--- config.mk ---
export PLATFORM = sky130hd
export DESIGN_NAME = cf_util_fifo_wr_arb
export DESIGN_NICKNAME = d
export VERILOG_FILES = /design/src/rtl/cf_util_fifo_wr_arb.sv
export SDC_FILE = /design/constraint.sdc
export NUM_CORES = 1
export LEC_CHECK = 0
export CAP_MARGIN = 20
export CELL_PAD_IN_SITES_DETAIL_PLACEMENT = 0
export CELL_PAD_IN_SITES_GLOBAL_PLACEMENT = 2
export CORE_ASPECT_RATIO = 1.2
export CORE_MARGIN = 3
export CORE_UTILIZATION = 26
export CTS_CLUSTER_DIAMETER = 100
export CTS_CLUSTER_SIZE = 16
export DETAILED_ROUTE_END_ITERATION = 7
export HOLD_SLACK_MARGIN = 0.08
export PLACE_DENSITY = 0.85
export RECOVER_POWER = 100
export SLEW_MARGIN = 20
export SYNTH_ARGS = -nofsm -noshare
export SYNTH_HDL_FRONTEND = slang
export SYNTH_SLANG_ARGS = --single-unit
--- constraint.sdc ---
create_clock -name clk -period 5.9 [get_ports clk]
set_input_delay 0.59 -clock clk [delete_from_list [all_inputs] [get_ports clk]]
set_output_delay 0.59 -clock clk [all_outputs]
set_load 0.03 [all_outputs]
--- src/rtl/cf_util_fifo_wr_arb.sv ---
// Round-robin packet write arbiter in front of a single cf_util_fifo write port.
// Grants are held for a whole packet; FIFO writes are registered and space-checked.
module cf_util_fifo_wr_arb #(
    parameter int NREQ = 4,
    parameter int DW   = 8,
    parameter int AW   = 4,
    parameter int IDW  = 2
) (
    input  logic              clk,
    input  logic              rst,
    input  logic [NREQ-1:0]   req_valid,
    input  logic [NREQ-1:0]   req_last,
    input  logic [NREQ*DW-1:0] req_data,
    output logic [NREQ-1:0]   req_ready,
    output logic              fifo_wr,
    output logic [DW-1:0]     fifo_w_data,
    input  logic [AW:0]       fifo_level,
    output logic              locked,
    output logic [IDW-1:0]    grant_id,
    output logic [15:0]       pkt_cnt
);

    localparam int DEPTH = 1 << AW;
    localparam int LW    = AW + 2;

    typedef enum logic {ARB, LOCKED} state_t;

    state_t           state_q, state_d;
    logic [IDW-1:0]   rr_ptr_q, rr_ptr_d;
    logic [IDW-1:0]   grant_q, grant_d;
    logic             fifo_wr_q, fifo_wr_d;
    logic [DW-1:0]    wdata_q, wdata_d;
    logic             locked_q, locked_d;
    logic [15:0]      pkt_cnt_q, pkt_cnt_d;

    logic             space;
    logic             win_found;
    logic [IDW-1:0]   win_idx;
    logic [IDW-1:0]   sel;
    logic             sel_ok;
    logic [NREQ-1:0]  ready_c;
    int               idx;

    function automatic logic [IDW-1:0] next_ptr(input logic [IDW-1:0] i);
        next_ptr = (int'(i) >= NREQ - 1) ? '0 : i + 1'b1;
    endfunction

    // Pending registered write is not yet visible in fifo_level
    assign space = (LW'(fifo_level) + LW'(fifo_wr_q)) < LW'(DEPTH);

    // Downward scan so the lowest offset from rr_ptr wins
    always_comb begin
        win_found = 1'b0;
        win_idx   = '0;
        idx       = 0;
        for (int k = NREQ - 1; k >= 0; k--) begin
            idx = int'(rr_ptr_q) + k;
            if (idx >= NREQ) idx = idx - NREQ;
            if (req_valid[idx]) begin
                win_found = 1'b1;
                win_idx   = IDW'(idx);
            end
        end
    end

    always_comb begin
        state_d   = state_q;
        rr_ptr_d  = rr_ptr_q;
        grant_d   = grant_q;
        fifo_wr_d = 1'b0;
        wdata_d   = wdata_q;
        locked_d  = locked_q;
        pkt_cnt_d = pkt_cnt_q;
        ready_c   = '0;
        sel       = (state_q == LOCKED) ? grant_q : win_idx;
        sel_ok    = (state_q == LOCKED) ? req_valid[grant_q] : win_found;
        if (sel_ok && space) begin
            ready_c[sel] = 1'b1;
            fifo_wr_d    = 1'b1;
            wdata_d      = req_data[sel*DW +: DW];
            grant_d      = sel;
            if (req_last[sel]) begin
                state_d   = ARB;
                locked_d  = 1'b0;
                rr_ptr_d  = next_ptr(sel);
                pkt_cnt_d = pkt_cnt_q + 16'd1;
            end else begin
                state_d  = LOCKED;
                locked_d = 1'b1;
            end
        end
    end

    always_ff @(posedge clk or posedge rst) begin
        if (rst) begin
            state_q   <= ARB;
            rr_ptr_q  <= '0;
            grant_q   <= '0;
            fifo_wr_q <= 1'b0;
            wdata_q   <= '0;
            locked_q  <= 1'b0;
            pkt_cnt_q <= '0;
        end else begin
            state_q   <= state_d;
            rr_ptr_q  <= rr_ptr_d;
            grant_q   <= grant_d;
            fifo_wr_q <= fifo_wr_d;
            wdata_q   <= wdata_d;
            locked_q  <= locked_d;
            pkt_cnt_q <= pkt_cnt_d;
        end
    end

    assign req_ready   = ready_c & {NREQ{~rst}};
    assign fifo_wr     = fifo_wr_q;
    assign fifo_w_data = wdata_q;
    assign locked      = locked_q;
    assign grant_id    = grant_q;
    assign pkt_cnt     = pkt_cnt_q;

endmodule
# Word-level counts from Yosys, hierarchy flattened
# Cells that the tools add are included.
# Widths: inputs -> output; s select.
# word_totals
in_bits	47
out_inout_bits	32
wordCells	71
ff_bits	30
# classes
add_sub_neg	10
mux	36
n_lt_le_gt_ge	13
n_shift	1
n_reduce_logical	3
bitwise_logic	2
# op_table
cell	count
$lt 32x4->1 const B	4
$mux 32	4
$shiftx 32x6->8	1
$mux 1	18
$add 16x1->16 const B	1
$bmux 1 s2	6
$mux 2	6
$sub 3x3->4 const B	3
$ge 3x3->1 const B	3
$add 2x2->3 const B	2
$add 5x1->6	1
$lt 2x3->1 const B	2
$lt 6x5->1 const B	1
$and 4x4->4	1
$mux 4	1
$sub 2x3->4 const B	1
$add 2x1->3 const B	1
$ge 2x3->1 const B	1
$add 2x1->2 const B	1
$demux 1 s2	1
$ge 2x1->1 const B	1
$ge 2x2->1 const B	1
$logic_and 1x1->1	2
$reduce_and 2->1	1
$not 1->1	1

# Depth between registers and ports, before layout
# Gate-level depths: netlist of run 1.
# depth
ltp_word	17
depth_mapped	9
mapped_depth_nobuf	7

# Least setup slack after synthesis of run 1
# No wires, ideal clock.
# synth_path
path_kind	in2out
startpoint	input port req_valid[3]
endpoint	output port req_ready[3]
n_path_buf	2
arrival_ns	2.102
path_slack_ns	3.208
path_stages	9
required_time_ns	5.310
path_cell_list	nor2b_1 > o21ai_0 > a21oi_1 > o22ai_1 > buf_4 > buf_4 > inv_1 > ha_1 > and3_1
# synth_between
elab_chain_len	14
elab_cells_between_ends	32
classes_between	2 x order compare; 27 x mux; 1 x bitwise; 2 x reduce/logical
# synth_rtl
element	line_no	rtl
from (decl)	11	input logic [NREQ-1:0] req_valid,
$bmux 1 s2	59	if (req_valid[idx]) begin
$mux 1 (implied by the code) (2 in a row)	59	
$mux 2 (4 in a row)	59	
$mux 2	75	sel = (state_q == LOCKED) ? grant_q : win_idx;
$lt 2x3->1 (implied by the code) / $ge 2x1->1 (equally long branches)	78	ready_c[sel] = 1'b1;
$logic_and 1x1->1 (implied by the code)	78	
$mux 1 (implied by the code)	78	
$demux 1 s2	78	
$mux 4 (*)	77	if (sel_ok && space) begin
$and 4x4->4 (*)	114	assign req_ready = ready_c & {NREQ{~rst}};
to (decl)	14	output logic [NREQ-1:0] req_ready,
# Mark *: on every way between the ends. The rest lies on a longest branch, timed or not. The select of a mux whose other input is x is not followed.

# Worst setup path in the final report of run 1
# layout_path
startpoint	input port req_valid[1]
endpoint	output port req_ready[3]
# The elaborated chain is that of the path after synthesis.

==> metrics.md, run 1 <==
| Metric | Value |
|---|---|
| Hold Path Class | register to register |
| Register area | 751 sq um |
| HPWL after DPL | 3.90 mm |
| DIE AREA | 7780 sq um |
| Worst Setup Start Kind | input port |
| Post-synthesis sequential area ratio | 0.427 |
| Largest net degree at the start of global routing | 25 |
| Hold Slack | 0.465 ns |
| Final hold violations | 0 |
| Cells after Synth | 167 |
| Setup TNS | 0 ns |
| Worst slew pin tran | 1.39 ns |
| Clock skew | 0.00487 ns |
| Routability cong. | 0.720 |
| Initial antenna violation count | 0 |
| CTS H-tree depth | 2 |
| Endpoint class of the critical path | output port |
| Filler Cells Inserted | 651 |
| Worst setup endpoint | req_ready[3] |
| Vias/cell | 4.68 |
| Fin crit period | 4.76 ns |
| Synthesized area per cell | 10.5 sq um |
| Core outline area | 6490 sq um |
| Nets | 296 |
| Worst R2R Setup Slack | 3.14 ns |
| Cts hold-fix bufs | 0 |
| Multi-input gate area | 898 sq um |
| CTS tree | built |
| Share of cells above drive strength 1 | 0.0567 |
| Initial DRC count | 64 |
| Critical Path RT | 5.31 ns |
| First-pass GRT wire length | 7.65 mm |
| Initial core utilization | 0.271 |
| Slew Viols, Final | 0 |
| CTS Root Cell | clkbuf_8 |
| All-layer global routing usage | 0.130 |
| Yosys cell types | 38 |
| Gr ovfl total | 0 |
| P&R area growth vs syn | 50.9% |
| Routed Antenna Nets | 0 |
| Pwr Total | 1120 uW |
| RSZ-0062 raised after global routing | false |
| Via count | 1553 |
| Wirelength per Cell | 15.0 microns |
| Worst Setup SP | req_valid[1] |
| Port Buf Inserts | 78 |
| Post-synth EDFFs | 0 |
| Core Rows | 32 |
| Fmax | 0.210 GHz |
| Router iterations before antenna repair | 4 |
| Synthesized flop and latch total | 30 |
| Slew margin rel. | 0.0666 |
| Syn Nets | 216 |
| Max-Cap Viols | 0 |
| Die H | 96.0 microns |
| Status | complete, no violations |
| Top-Level Pins | 79 |
| Clock transition at path regs | 0.06 ns |
| Peak supply drop | 0.000167 V |
| CTS Buf Count | 5 |
| Async SR Flop Fraction | 1.00 |
| Drc violations | 0 |
| Crit path kind | input port to output port |
| Num Clock Sinks | 30 |
| Setup Viol. Count Final | 0 |
| Vias in the first global route | 1536 |
| Crit path max fanout | 18 |
| Antenna diodes | 0 |
| Commonest non-fill, non-tap cells in the layout | 44 x clkdlybuf4s50_1, 34 x dlygate4sd3_1, 30 x dfrtp_1 |
| Setup Buffers After CTS | 0 |
| Die Width | 81.0 microns |
| Post-CTS Resized | 0 |
| Worst r2r src | grant_id[1]$_DFFE_PP0N_ |
| Routed WL | 4.98 mm |
| WP data arrival | 4.17 ns |
| Ys Warns | 0 |
| Most used DFF post-synth | dfrtp_1 |
| Cell area after synthesis | 1760 sq um |
| Pwr per Cell Area | 424 nW/um^2 |
| Longest Clk Path Bufs | 2 |
| Terminus of the critical flop-to-flop path | pkt_cnt[1]$_DFFE_PP0P_ |
| Period utilization | 0.807 |
| Worst skew pair latency | 0.28 ns |
| R2R depth | 6 |
| Static Leakage | 0.00118 uW |
| Commonest non-fill, non-tap cell in the layout | clkdlybuf4s50_1 |
-- stage by stage --
stage / cell area (sq um) / utilization / setup WS, ns / std cells
after floorplan: 1760 / - / 3.21 / 167
after global placement: 2620 / 0.403 / 1.79 / 325
after detailed placement: 2620 / 0.403 / 1.74 / 325
after CTS: 2690 / 0.415 / 1.73 / 332
after global routing: 2650 / 0.409 / 0.849 / 332
final: 2650 / 0.409 / 1.14 / 332
-- synth_stat cells, types with 2 or more instances --
cell type | instances | share of area
nand2b_1 | 4 | 0.014
nand4_1 | 5 | 0.018
xor2_1 | 2 | 0.010
nand2_2 | 2 | 0.0071
xnor2_1 | 13 | 0.065
nand2_1 | 18 | 0.038
mux2_2 | 2 | 0.013
nor4b_2 | 2 | 0.017
o221ai_1 | 8 | 0.040
buf_4 | 2 | 0.0085
nor3_1 | 2 | 0.0057
nor2_1 | 5 | 0.011
a21oi_1 | 5 | 0.014
and4_1 | 2 | 0.010
buf_6 | 2 | 0.013
mux2i_1 | 17 | 0.097
ha_1 | 2 | 0.014
inv_1 | 6 | 0.013
clkbuf_1 | 2 | 0.0043
nor2b_1 | 2 | 0.0071
nand3_1 | 7 | 0.020
and3_1 | 6 | 0.021
mux2i_2 | 2 | 0.016
nand3_2 | 3 | 0.017
dfrtp_1 | 30 | 0.43
o21ai_0 | 4 | 0.011
-- routing by layer --
layer | track usage | vias up | wire [microns]
li1 | - | 767 | -
met1 | 0.158 | 743 | 2020
met2 | 0.225 | 37 | 2700
met3 | 0.0243 | 6 | 183
met4 | 0.0507 | 0 | 78
met5 | 0 | - | 0
-- kinds of logic (layout without fill, tap and decap cells) --
kind of cell,after synthesis,in the layout,share of synthesized area
simple gates,61,61,0.198
flops,30,30,0.427
mux,23,23,0.151
compound gates,22,22,0.0912
xor+xnor,15,15,0.0748
buf+inv,14,94,0.0434
fa+ha+maj,2,2,0.0142
-- worst max-delay path, stage by stage --
cell and delay (ns):
dlygate4sd3_1 0.61, or4_1 0.57, o211ai_1 1.10, inv_2 0.31, and3_1 0.30, dlygate4sd3_1 0.68
-- worst min-delay path by stage --
| stage | startpoint | end | slack (ns) | depth (start not counted) |
|---|---|---|---|---|
| 6_report | pkt_cnt[15]$_DFFE_PP0P_ | pkt_cnt[15]$_DFFE_PP0P_ | 0.47 | 1 |
| 5_1_grt | pkt_cnt[15]$_DFFE_PP0P_ | pkt_cnt[15]$_DFFE_PP0P_ | 0.50 | 1 |
| 4_1_cts | pkt_cnt[15]$_DFFE_PP0P_ | pkt_cnt[15]$_DFFE_PP0P_ | 0.48 | 1 |
| 3_5_place_dp | pkt_cnt[15]$_DFFE_PP0P_ | pkt_cnt[15]$_DFFE_PP0P_ | 0.46 | 1 |
| 3_3_place_gp | pkt_cnt[15]$_DFFE_PP0P_ | pkt_cnt[15]$_DFFE_PP0P_ | 0.46 | 1 |
| 2_1_floorplan | rr_ptr_q[0]$_DFFE_PP0P_ | rr_ptr_q[0]$_DFFE_PP0P_ | 0.55 | 2 |
-- state kept, by name, summed over array words and instances (netlist names) --
name	cells
locked	1
rr_ptr_q	2
pkt_cnt	16
grant_id	2
fifo_wr	1
fifo_w_data	8
-- cell type report --
class / instances / area share
Multi-Input combinational cell: 123 / 0.339
Timing Repair Buffer: 80 / 0.299
Sequential cell: 30 / 0.283
Tap cell: 85 / 0.0401
Clock buffer: 7 / 0.0288
Inverter: 7 / 0.00992
-- power by group --
group          total [uW]  leakage, uW  internal [uW]  switching [uW]
clock network         152    0.0000383           81.0            71.1
registers             336     0.000381            272            64.1
logic                 636     0.000758            271             365
total                1120      0.00118            624             500
(Power assumes the default switching activity.)
==> inputs of run 2 (changes only) <==
CORE_UTILIZATION = 24   (was 26)
PLACE_DENSITY = 0.8   (was 0.85)
clock period = 4.8 ns   (was 5.9 ns; I/O delays follow)
==> run 2 against run 1 <==
Sequential power increased by 23%. First-iteration DRC count increased by 27%. Combinational power increased by 21%. Flip-flop and latch count unchanged. Highest routed layer unchanged. Clock power increased by 38%. Global-route usage decreased by 0.63 points. Worst setup slack got worse by 0.25 ns. Register-to-register slack got worse by 1.6 ns. Count of clock-buffer cells in the layout unchanged. Largest power group unchanged. Non-clock buffer count increased by 1.
==> metrics.md, run 2 (synthesis gave the netlist of run 1 again) <==
| Metric | Value |
|---|---|
| Status | complete, no violations |
| Initial DRC count | 81 (+27%) |
| Routed Antenna Nets | 0 (unchanged) |
| Sw Ratio | 0.443 (-0.00137) |
| Vias/cell | 4.66 (-0.36%) |
| Worst skew pair latency | 0.28 ns (about the same) |
| Peak supply drop | 0.000269 V (+61%) |
| Crit path kind | input port to output port |
| Via count | 1566 (+0.84%) |
| Combinational Power Share | 0.554 (-0.011) |
| Slew Viols, Final | 0 (unchanged) |
| Post-CTS Resized | 0 (unchanged) |
| Die Width | 84.1 microns (+3.8%) |
| Port Buf Inserts | 78 (unchanged) |
| Num Clock Sinks | 30 (unchanged) |
| Final hold violations | 0 (unchanged) |
| Longest Clk Path Bufs | 2 (unchanged) |
| Final instance area | 2670 sq um (+0.61%) |
| Router iterations before antenna repair | 4 (unchanged) |
| Clock skew | 0.00349 ns (-0.00137 ns) |
| Initial antenna violation count | 0 (unchanged) |
| CTS Buf Count | 5 (unchanged) |
| Endpoint class of the critical path | output port |
| DIE AREA | 8390 sq um (+7.8%) |
| Switching pwr | 616 uW (+23%) |
| Static Leakage | 0.00119 uW (+1.2%) |
| RSZ-0062 raised after global routing | false |
| HPWL after DPL | 3.97 mm (+1.7%) |
| CTS tree | built |
| Routed WL | 5.08 mm (+2.0%) |
| Setup Buffers After CTS | 0 (unchanged) |
| Core Rows | 33 (+3.1%) |
| Cts hold-fix bufs | 0 (unchanged) |
| Setup Viol. Count Final | 0 (unchanged) |
| First-pass GRT wire length | 8.20 mm (+7.3%) |
| Worst Setup SP | req_valid[2] |
| Period utilization | 0.816 |
| Hold Path Class | register to register |
| Nets | 297 (+0.34%) |
| Slew margin rel. | 0.0803 (+0.0136) |
| Slowest CP cell | dlygate4sd3_1 |
| Filler Cells Inserted | 721 (+11%) |
| Largest net degree at the start of global routing | 25 (unchanged) |
| All-layer global routing usage | 0.123 (-0.00630) |
| CTS H-tree depth | 2 (unchanged) |
| Max reg flops | 16 (unchanged) |
| Max-Cap Viols | 0 (unchanged) |
| Crit path max fanout | 12 (-6) |
| Pwr Total | 1390 uW (+24%) |
| CTS Root Cell | clkbuf_8 |
| Gr ovfl total | 0 (unchanged) |
| Internal power | 773 uW (+24%) |
| Vias in the first global route | 1561 (+1.6%) |
| Initial core utilization | 0.252 (-0.0191) |
| Core outline area | 6980 sq um (+7.6%) |
| Share of cells above drive strength 1 | 0.0643 (+0.00758) |
| Worst r2r src | rr_ptr_q[1]$_DFFE_PP0P_ |
| P&R area growth vs syn | 51.8% |
| CP peak stage delay | 0.68 ns (-0.42 ns) |
| Clock transition at path regs | 0.06 ns (about the same) |
| Setup TNS | 0 ns (unchanged) |
| Clock Power Share | 0.150 (+0.015) |
| Worst Setup Start Kind | input port |
| Flop pwr share | 0.296 (-0.003) |
| Die H | 99.7 microns (+3.8%) |
| Commonest non-fill, non-tap cell in the layout | clkdlybuf4s50_1 |
| Fin crit period | 3.91 ns |
| Fmax | 0.255 GHz |
| Top-Level Pins | 79 (unchanged) |
| DP Area | 2630 sq um (+0.38%) |
| Routability cong. | 0.813 (+13%) |
| HP Start | pkt_cnt[15]$_DFFE_PP0P_ |
| Wirelength per Cell | 15.1 microns (+0.79%) |
| Worst slew pin tran | 1.38 ns (-0.0143 ns) |
| Antenna diodes | 0 (unchanged) |
| Pwr per Cell Area | 521 nW/um^2 (+23%) |
| Final core utilization | 0.382 (-0.0265) |
| CP most frequent cell | dlygate4sd3_1 |
| Cell chain of the critical path | dlygate4sd3_1 -> or4_1 -> o211ai_1 -> inv_1 -> and3_1 -> dlygate4sd3_1 |
| Drc violations | 0 (unchanged) |
| WP data arrival | 3.43 ns (-0.74 ns) |
| Commonest non-fill, non-tap cells in the layout | 44 x clkdlybuf4s50_1, 34 x dlygate4sd3_1, 30 x dfrtp_1 |
| Critical Path RT | 4.32 ns (-0.99 ns) |
run 2: power by group through the flow:
stage	sequential [uW]	combinational (uW)	clock [uW]
floorplan	544	442	0
global placement	422	836	0
detailed placement	422	839	0
CTS	418	843	217
global route	430	838	227
finish	412	769	209
run 2: worst paths after layout:
kind / endpoint / slack, ns / depth (start not counted)
setup / recovery: req_ready[3] / 0.89 / 6
hold / removal: pkt_cnt[15]$_DFFE_PP0P_ / 0.48 / 1
setup reg to reg: pkt_cnt[1]$_DFFE_PP0P_ / 1.55 / 8
hold reg to reg: pkt_cnt[15]$_DFFE_PP0P_ / 0.48 / 1
max in group asynchronous: fifo_w_data[7]$_DFFE_PP0N_ / 2.62 / 3
min in group asynchronous: pkt_cnt[12]$_DFFE_PP0P_ / 0.61 / 2
run 2: worst max-delay path, delay by kind of cell:
family	cells	cell delay (ns)
compound gates	1	0.54
simple gates	2	0.74
buf+inv	3	1.67
run 2: per-stage QoR:
stage	std cells	hold slack, ns	setup WS [ns]
floorplan	167	0.546	2.27
global placement	328	0.471	1.35
detailed placement	328	0.473	1.29
CTS	336	0.480	1.28
global route	336	0.509	0.637
finish	336	0.481	0.885
run 2: area by class of cell:
class	count	area, sq um	share of cell area
timing repair buffer	81	796	0.298
multi-input combinational	123	893	0.335
inverter	7	26.3	0.00985
tap	87	109	0.0408
clock inverter	1	5.00	0.00188
sequential	30	751	0.282
clock buffer	7	86.3	0.0324
run 2: metal layers:
metal	wire, microns	GRT usage	vias to the layer above
met2	2730	0.213	38
met1	2110	0.148	754
met4	58	0.0520	0
met3	185	0.0257	4
li1	-	-	770
met5	0	0	-
==> inputs of run 3 (changes only) <==
CORE_UTILIZATION = 22   (was 24)
PLACE_DENSITY = 0.77   (was 0.8)
clock period = 3.2 ns   (was 4.8 ns; I/O delays follow)
==> run 3 against run 2 <==
The flow now finishes with violations (max-capacitance violations, max-slew violations). Count of clock-buffer cells in the layout is 1 lower. Highest routed layer unchanged. Sequential share of layout area fell by 0.96 points. Global-route usage fell by 0.21 points. Routed wire length up 4.8%. First-iteration DRC count up 2.5%. Critical endpoint unchanged.
==> metrics.md, run 3 (synthesis gave the netlist of run 1 again) <==
| Metric | Value |
|---|---|
| Status | finished with violations |
| Failing checks | max-capacitance violations, max-slew violations |
| Cell family with most CP delay | buffers and inverters |
| Routed Antenna Nets | 0 (unchanged) |
| R2R depth | 7 (-1) |
| Initial core utilization | 0.228 (-0.0238) |
| Commonest non-fill, non-tap cell in the layout | clkdlybuf4s50_1 |
| Cts hold-fix bufs | 0 (unchanged) |
| Worst r2r src | grant_id[1]$_DFFE_PP0N_ |
| Register area | 751 sq um (unchanged) |
| Static Leakage | 0.00121 uW (+1.6%) |
| Routed WL | 5.33 mm (+4.8%) |
| Clock skew | 0.00621 ns (+0.00272 ns) |
| Fin crit period | 3.00 ns |
| CTS tree | built |
| Worst setup endpoint | req_ready[3] |
| WP data arrival | 2.68 ns (-0.75 ns) |
| Critical Path Stages | 6 (unchanged) |
| Worst Setup Start Kind | input port |
| Max-Cap Viols | 1 (+1) |
| Die H | 104 microns (+4.2%) |
| Num Clock Sinks | 30 (unchanged) |
| Gr ovfl total | 0 (unchanged) |
| Slowest CP cell | dlygate4sd3_1 |
| Fmax | 0.333 GHz |
| Vias in the first global route | 1623 (+4.0%) |
| Critical Path RT | 2.88 ns (-1.44 ns) |
| DP Area | 2650 sq um (+1.1%) |
| Nets | 300 (+1.0%) |
| Multi-input gate area | 911 sq um (+2.0%) |
| Initial antenna violation count | 0 (unchanged) |
| Endpoint class of the critical path | output port |
| Via count | 1611 (+2.9%) |
| Router iterations before antenna repair | 4 (unchanged) |
| Pwr per Cell Area | 845 nW/um^2 (+62%) |
| Setup TNS | 0 ns (unchanged) |
| Worst skew pair latency | 0.28 ns (about the same) |
| Clock transition at path regs | 0.07 ns (about the same) |
| P&R area growth vs syn | 57.1% |
| Filler Cells Inserted | 810 (+12%) |
| Share of cells above drive strength 1 | 0.0873 (+0.0230) |
| Crit path kind | input port to output port |
| Terminus of the critical flop-to-flop path | pkt_cnt[12]$_DFFE_PP0P_ |
| First-pass GRT wire length | 8.63 mm (+5.1%) |
| Slew margin rel. | -0.0438 (-0.124) |
| Die Width | 87.6 microns (+4.1%) |
| Worst R2R Setup Slack | 0.65 ns (-0.90 ns) |
| Max reg flops | 16 (unchanged) |
| Final instance area | 2760 sq um (+3.5%) |
| Worst slew pin tran | 1.57 ns (+0.186 ns) |
| Worst path bufs/invs | 3 (unchanged) |
| Routability cong. | 0.777 (-4.5%) |
| Drc violations | 0 (unchanged) |
| Antenna diodes | 0 (unchanged) |
| CTS H-tree depth | 2 (unchanged) |
| Crit path max fanout | 5 (-7) |
| CTS Root Cell | clkbuf_8 |
| CTS Buf Count | 5 (unchanged) |
| Initial DRC count | 83 (+2.5%) |
| Final hold violations | 0 (unchanged) |
| Setup Buffers After CTS | 0 (unchanged) |
| HPWL after DPL | 3.99 mm (+0.41%) |
| Dpl cells | 336 (+2.4%) |
| Longest Clk Path Bufs | 2 (unchanged) |
| Slew Viols, Final | 28 (+28) |
| Hold Path Class | input port to async pin |
| Commonest non-fill, non-tap cells in the layout | 48 x clkdlybuf4s50_1, 30 x dfrtp_1, 30 x dlygate4sd3_1 |
| DIE AREA | 9100 sq um (+8.5%) |
| Post-CTS Resized | 0 (unchanged) |
| Top-Level Pins | 79 (unchanged) |
| RSZ-0062 raised after global routing | false |
| Cell chain of the critical path | dlygate4sd3_1 -> or4_1 -> o211ai_1 -> inv_2 -> and3_1 -> clkdlybuf4s50_1 |
| Setup Viol. Count Final | 0 (unchanged) |
| Port Buf Inserts | 78 (unchanged) |
| Wirelength per Cell | 15.5 microns (+2.4%) |
| Core outline area | 7710 sq um (+10%) |
| Finished Layout Cells | 344 (+2.4%) |
| CP peak stage delay | 0.60 ns (-0.08 ns) |
| Core Rows | 35 (+6.1%) |
| Worst Setup SP | req_valid[0] |
| Vias/cell | 4.68 (+0.48%) |
| All-layer global routing usage | 0.121 (-0.00210) |
| Hold Slack | 0.397 ns (-0.0841 ns) |
| Period utilization | 0.938 |
| Largest net degree at the start of global routing | 28 (+12%) |
| Peak supply drop | 0.000418 V (+56%) |
-- run 3: final cells by class --
type                            count  area share
Clock buffer                        6      0.0299
Clock inverter                      2      0.0218
Multi-Input combinational cell    123       0.330
Inverter                            7     0.00952
Sequential cell                    30       0.272
Timing Repair Buffer               84       0.295
Tap cell                           92      0.0417
-- run 3: worst reg2reg max path, cell delays in order, from the launching register on --
cell and delay [ns]:
dfrtp_1 0.41, mux4_2 0.51, nand2b_1 0.15, o211ai_1 0.17, clkbuf_1 0.67, nor2_1 0.26
nand3_1 0.17, xnor2_1 0.13
-- run 3: how the worst min path moves through the flow --
stage	to	slack, ns	startpoint	cells after the start
3_5_place_dp	pkt_cnt[15]$_DFFE_PP0P_	0.46	pkt_cnt[15]$_DFFE_PP0P_	1
4_1_cts	locked$_DFFE_PP0N_	0.26	rst	2
2_1_floorplan	fifo_w_data[0]$_DFFE_PP0N_	0.42	rst	1
3_3_place_gp	pkt_cnt[15]$_DFFE_PP0P_	0.47	pkt_cnt[15]$_DFFE_PP0P_	1
5_1_grt	fifo_wr$_DFF_PP0_	0.42	rst	2
6_report	rr_ptr_q[1]$_DFFE_PP0P_	0.40	rst	2
-- run 3: power breakdown --
part	total (uW)	switching [uW]	internal, uW	leakage, uW
Combinational	1230	703	524	0.000758
Clock	479	146	332	0.0000714
Sequential	626	124	502	0.000381
-- run 3: stage by stage --
step	utilization	total power (uW)	setup slack, ns
global route	0.358	2480	0.104
floorplan	-	1480	0.830
detailed placement	0.344	1950	0.283
global placement	0.344	1930	0.274
finish	0.358	2330	0.199
CTS	0.363	2440	0.275
-- run 3: routing by layer --
layer  global-route usage  wire [microns]  vias to the layer above
met2                0.193            2680                       45
li1                     -               -                      777
met5                    0               0                        -
met1                0.159            2230                      779
met4               0.0537             129                        0
met3               0.0198             282                       10
